===== src/rtl/fpu_pkg.sv =====
// Shared FPU definitions: rounding modes, format widths and the rounder beat record.
package fpu_pkg;

  localparam int unsigned EW          = 11;
  localparam int unsigned FW          = 52;
  localparam int unsigned EMAX_BIASED = 2047;

  typedef enum logic [1:0] {
    RM_RZ  = 2'b00,
    RM_RNE = 2'b01,
    RM_RPI = 2'b10,
    RM_RMI = 2'b11
  } rm_t;

  typedef struct packed {
    logic          s;
    logic [EW:0]   e;
    logic [FW:0]   sig;
    rm_t           rm;
    logic          ovfen;
  } rnd_beat_t;

endpackage


===== src/rtl/rnd_inc.sv =====
// IEEE rounding increment decision; format independent, shared with the single-precision rounder.
module rnd_inc
  import fpu_pkg::*;
(
  input  logic s,
  input  rm_t  rm,
  input  logic lsb,
  input  logic guard,
  input  logic sticky,
  output logic inc,
  output logic inx
);

  always_comb begin
    inc = 1'b0;
    inx = guard | sticky;
    unique case (rm)
      RM_RZ:   inc = 1'b0;
      RM_RNE:  inc = guard & (sticky | lsb);
      RM_RPI:  inc = inx & ~s;
      RM_RMI:  inc = inx & s;
      default: inc = 1'b0;
    endcase
  end

endmodule


===== src/rtl/sigrnd_pipe.sv =====
// Two-stage valid/ready significand rounder: stage 1 decides the increment, stage 2 adds and
// post-normalizes. Feeds exprnd directly.
module sigrnd_pipe #(
  parameter int unsigned EW = fpu_pkg::EW,
  parameter int unsigned FW = fpu_pkg::FW
) (
  input  logic          clk,
  input  logic          rst,
  input  logic          in_valid,
  output logic          in_ready,
  input  logic          s_in,
  input  logic [EW:0]   e2,
  input  logic [FW+2:0] f2,
  input  logic [1:0]    RM_in,
  input  logic          OVFen_in,
  output logic          out_valid,
  input  logic          out_ready,
  output logic          s,
  output logic [EW-1:0] e3,
  output logic [FW:0]   f3,
  output logic [1:0]    RM,
  output logic          OVF,
  output logic          OVFen,
  output logic          inx
);

  import fpu_pkg::rm_t;
  import fpu_pkg::rnd_beat_t;
  import fpu_pkg::EMAX_BIASED;

  localparam logic [EW:0] EMaxE = (EW+1)'(EMAX_BIASED);

  logic      v1_q, v1_d, v2_q, v2_d;
  logic      ld1, ld2;
  rnd_beat_t b1_q;
  logic      inc1_q, inx1_q;
  logic      inc_c, inx_c;

  logic [FW+1:0] sum;
  logic [FW:0]   f_post;
  logic [EW:0]   e_post;

  rnd_inc u_rnd_inc (
    .s      (s_in),
    .rm     (rm_t'(RM_in)),
    .lsb    (f2[2]),
    .guard  (f2[1]),
    .sticky (f2[0]),
    .inc    (inc_c),
    .inx    (inx_c)
  );

  // Full pipe can still accept when the output drains this cycle.
  assign in_ready  = ~v1_q | ~v2_q | out_ready;
  assign out_valid = v2_q;
  assign ld1       = in_valid & in_ready;
  assign ld2       = v1_q & (~v2_q | out_ready);

  always_comb begin
    v1_d = v1_q;
    v2_d = v2_q;
    if (ld1)            v1_d = 1'b1;
    else if (ld2)       v1_d = 1'b0;
    if (ld2)            v2_d = 1'b1;
    else if (out_ready) v2_d = 1'b0;
  end

  always_comb begin
    sum    = {1'b0, b1_q.sig} + {{(FW+1){1'b0}}, inc1_q};
    f_post = sum[FW:0];
    e_post = b1_q.e;
    if (sum[FW+1]) begin
      f_post = sum[FW+1:1];
      e_post = b1_q.e + {{EW{1'b0}}, 1'b1};
    end
  end

  always_ff @(posedge clk or posedge rst) begin
    if (rst) begin
      v1_q   <= 1'b0;
      b1_q   <= '0;
      inc1_q <= 1'b0;
      inx1_q <= 1'b0;
    end else begin
      v1_q <= v1_d;
      if (ld1) begin
        b1_q.s     <= s_in;
        b1_q.e     <= e2;
        b1_q.sig   <= f2[FW+2:2];
        b1_q.rm    <= rm_t'(RM_in);
        b1_q.ovfen <= OVFen_in;
        inc1_q     <= inc_c;
        inx1_q     <= inx_c;
      end
    end
  end

  always_ff @(posedge clk or posedge rst) begin
    if (rst) begin
      v2_q  <= 1'b0;
      s     <= 1'b0;
      e3    <= '0;
      f3    <= '0;
      RM    <= '0;
      OVF   <= 1'b0;
      OVFen <= 1'b0;
      inx   <= 1'b0;
    end else begin
      v2_q <= v2_d;
      if (ld2) begin
        s     <= b1_q.s;
        e3    <= e_post[EW-1:0];
        f3    <= f_post;
        RM    <= b1_q.rm;
        OVF   <= (e_post >= EMaxE);
        OVFen <= b1_q.ovfen;
        inx   <= inx1_q;
      end
    end
  end

endmodule


===== config.mk =====
export PLATFORM = sky130hd
export DESIGN_NAME = sigrnd_pipe
export DESIGN_NICKNAME = d
export VERILOG_FILES = /design/src/rtl/fpu_pkg.sv /design/src/rtl/rnd_inc.sv /design/src/rtl/sigrnd_pipe.sv
export SDC_FILE = /design/constraint.sdc
export NUM_CORES = 1
export LEC_CHECK = 0
export ABC_AREA = 0
export BUFFER_PORTS_ARGS = -buffer_cell sky130_fd_sc_hd__buf_2
export CORE_AREA = 4 4 123 137
export CTS_BUF_LIST = sky130_fd_sc_hd__clkbuf_4
export DETAILED_ROUTE_END_ITERATION = 8
export DIE_AREA = 0 0 127 141
export PLACE_DENSITY_LB_ADDON = 0.08
export SYNTH_ARGS = -nofsm -noshare
export SYNTH_HDL_FRONTEND = slang
export SYNTH_HIERARCHICAL = 1
export SYNTH_SLANG_ARGS = --single-unit

===== constraint.sdc =====
create_clock -name clk -period 11.8 [get_ports clk]
set_input_delay 1.77 -clock clk [delete_from_list [all_inputs] [get_ports clk]]
set_output_delay 1.77 -clock clk [all_outputs]
set_load 0.01 [all_outputs]

==> results by group <==
CTS
  • Post-cts hold buffer count: 0
  • H-tree levels: 4
  • CTS resizes: 0
  • Clk_lat worst skew: 560 ps
  • CTS Buf Count: 17
  • Post-CTS setup buffer count: 0
  • Worst-case clock buffer depth: 2
  • CTS Root Cell: clkbuf_4
  • CTS tree: built
  • Clock sinks: 143
  • Clock-pin transition on the worst setup and hold timing paths: 120 ps

Synth
  • Post-synthesis instance area: between 6000 and 7000 um2
  • Ys Warns: 6
  • Post-Syn Instances: 649
  • Average size of a mapped cell: roughly 11 um2
  • Top_reg_cell synth: dfrtp_1
  • Syn nets: approximately 730
  • Async S/R FF share, synth: 1.00
  • Register area share after synthesis: 0.520
  • Number of synthesized register bits: ~140
  • Count of cell types in the netlist: 50
  • Number of synthesized flops with an enable pin: 0

STA
  • Slew Limit Fails: 0
  • Worst Max-Slew Pin Slew: between 1000 and 1500 ps
  • Final Cycle Share: 0.340
  • Fin crit period: about 4000 ps
  • Max-slew headroom: 0.316
  • Max Fclk: between 200 and 250 MHz
  • Final setup fails: 0
  • Final Skew: around 16 ps
  • Setup TNS: 0 ps
  • RSZ-0062 raised after global routing: false
  • Final Hold Viols: 0

Die
  • Die area: between 15000 and 20000 um2
  • Core box area: 15500 um2
  • Die span in x: 127 um
  • IO Count: between 100 and 150
  • Std-Cell Rows: 48
  • DIE HEIGHT: 141 um
  • Initial core utilization: 0.444

Finish
  • Nets: 868
  • Layout Cells excl Fill: about 1000
  • Fin util: 0.521
  • FILL cells: ~1500
  • Syn-to-layout area delta: 17.4%
  • Share of layout cells above drive strength 1: 0.337

Setup path
  • Worst-path cell chain: buf_2, nand3b_1, buf_2
  • R2R Path End: OVF$_DFFE_PP0P_
  • Worst r2r src: b1_q[3]$_DFFE_PP0P_
  • Worst reg2reg path depth: 8
  • Most used cell along the critical path: buf_2
  • Crit path largest cell delay: 200 ps
  • Crit path kind: in -> out
  • WP data required: roughly 10000 ps
  • Worst R2R Setup Slack: 8420 ps
  • CP Launch Type: input pin
  • Crit. End Element: output pin
  • Delay-heaviest family, CP: buffers and inverters
  • Critical path's slowest cell: nand3b_1
  • Max FO, Critical Path: 3
  • Crit path DAT: approximately 2300 ps
  • Buffers & Inverters on Critical Path: 2

Global routing
  • Antenna violations before repair: 1
  • GRT Residual Overflow: 0
  • GRT Overall Usage: 0.200
  • Largest net degree at the start of global routing: 90
  • Vias in the first global route: 5393
  • First-pass GRT wire length: 28300 um

Power and ir drop
  • Max rail drop VDD: approximately 68 uV
  • PD cells: 154 nW/um2
  • Leakage: 3.57 nW

Routing
  • Vias: 5331
  • Via density: ~5.3
  • ANT nets after route: 0
  • Post-Route WL: 17500 um
  • Post-route DRC violation count: 0
  • DR WL/cell: around 17 um
  • Starting DRC count in detailed routing: 344
  • Drt pass-1 iters: 4

Status
  • Outcome: complete, no violations

Placed design
  • Routability cong.: between 0.8 and 0.9
  • DP HPWL: 12300 um
  • I/O Buffers: about 150
  • Inst Count DP: 971

Min path
  • Hold depth: 2
  • Hold EP: s$_DFFE_PP0P_
  • Hold wc startpoint: b1_q[68]$_DFFE_PP0P_
  • Hold Path Class: reg -> reg

Flow run
  • Total of max-cap violations: 0
worst min-delay path: stages, from the launching register on:
cell and delay [ps]:
dfrtp_1 360, nand2_1 50, nand2_1 50
Yosys cell counts (2+ instances only):
cell      number  share of area
nor3_1        10         0.0073
o31ai_1       19          0.021
o21ai_0       24          0.017
xnor2_1       31          0.039
nand4_1       18          0.016
o21ai_1        8         0.0058
a22o_1         4         0.0051
nand3b_1       2         0.0022
ha_1           3         0.0055
buf_1          4         0.0022
clkbuf_1      24          0.013
xor2_1        26          0.033
nor2b_1        3         0.0027
nand2_1       97          0.053
mux2_2        72           0.12
or2_2          4         0.0036
inv_1          8         0.0044
buf_6          2         0.0033
and2_1         6         0.0055
nand2b_1       3         0.0027
and4_1         7         0.0089
a21oi_1       10         0.0073
buf_2          3         0.0022
nor4_1         4         0.0036
nand3_1       30          0.022
and3_1        12          0.011
nor2_1        40          0.022
a31oi_1       11          0.010
dfrtp_1      143           0.52
cell type report:
| type | count | area [um2] | share of cell area |
|---|---|---|---|
| flip-flops and latches | 143 | 3580 | 0.443 |
| multi-input cells | 465 | 3130 | 0.388 |
| repair buffers | 155 | 798 | 0.0989 |
| well taps | 200 | 250 | 0.0310 |
| clock inverters | 15 | 145 | 0.0180 |
| clock buffers | 17 | 128 | 0.0158 |
| inverters | 8 | 35.0 | 0.00434 |
| diodes | 2 | 5.00 | 0.000620 |
per-stage QoR:
stage          hold slack, ps  cell area [um2]  power, mW  setup slack, ps
2_1_floorplan             433             6880      0.826             6190
3_3_place_gp              446             7790      0.940             7810
3_5_place_dp              456             7790      0.949             7790
4_1_cts                   481             8070       1.26             7790
5_1_grt                   514             8070       1.32             7750
6_report                  478             8070       1.24             7780
where the power goes:
group	leakage, nW	switching, mW	internal (mW)	total, mW
Clock	0.133	0.187	0.124	0.311
Sequential	1.69	0.0769	0.578	0.655
Combinational	1.75	0.147	0.132	0.279
sequential cells by signal (all words and copies together) (netlist names):
| signal | count |
|---|---|
| inc1_q | 1 |
| OVF | 1 |
| v1_q | 1 |
| inx1_q | 1 |
| f3 | 53 |
| s | 1 |
| out_valid | 1 |
| e3 | 11 |
| b1_q | 69 |
| OVFen | 1 |
| inx | 1 |
| RM | 2 |
cell usage in the layout, fill, tap and decap left out, types with 5 or more instances in the layout:
| cell type | Yosys | routed |
|---|---|---|
| nand4_1 | 18 | 18 |
| and4_1 | 7 | 7 |
| nor3_1 | 10 | 10 |
| o21ai_0 | 24 | 24 |
| buf_2 | 3 | 146 |
| nor2_1 | 40 | 40 |
| nand2_1 | 97 | 95 |
| and3_1 | 12 | 12 |
| clkinvlp_4 | 0 | 5 |
| a31oi_1 | 11 | 11 |
| nand3_1 | 30 | 30 |
| o31ai_1 | 19 | 19 |
| xor2_1 | 26 | 26 |
| and2_1 | 6 | 6 |
| o21ai_1 | 8 | 8 |
| buf_4 | 0 | 9 |
| dfrtp_1 | 143 | 143 |
| xnor2_1 | 31 | 31 |
| mux2_2 | 72 | 72 |
| clkbuf_4 | 0 | 17 |
| a21oi_1 | 10 | 10 |
| inv_1 | 8 | 7 |
per-layer routing:
layer | GRT usage | share of wire | vias up
li1 | - | - | 2562
met5 | 0 | 0 | -
met3 | 0.0640 | 0.061 | 12
met2 | 0.324 | 0.48 | 132
met4 | 0.0531 | 0.011 | 0
met1 | 0.260 | 0.44 | 2625
logic make-up (layout without fill, tap and decap cells):
family	count (synthesis)	in the layout	share of synthesized area
buf+inv	41	195	0.0251
flops	143	143	0.520
simple gates	249	249	0.181
other cells	0	2	0
compound gates	83	83	0.0760
mux	73	73	0.119
fa+ha+maj	3	3	0.00546
xor+xnor	57	57	0.0726
worst max path at each step:
stage,from,slack (ps),end,depth (start not counted)
floorplan,rst,6190,OVF$_DFFE_PP0P_,1
global placement,out_ready,7810,in_ready,3
detailed placement,out_ready,7790,in_ready,3
CTS,out_ready,7790,in_ready,3
global route,out_ready,7750,in_ready,3
finish,out_ready,7780,in_ready,3
Note: power is estimated with default switching activity, not from simulation.
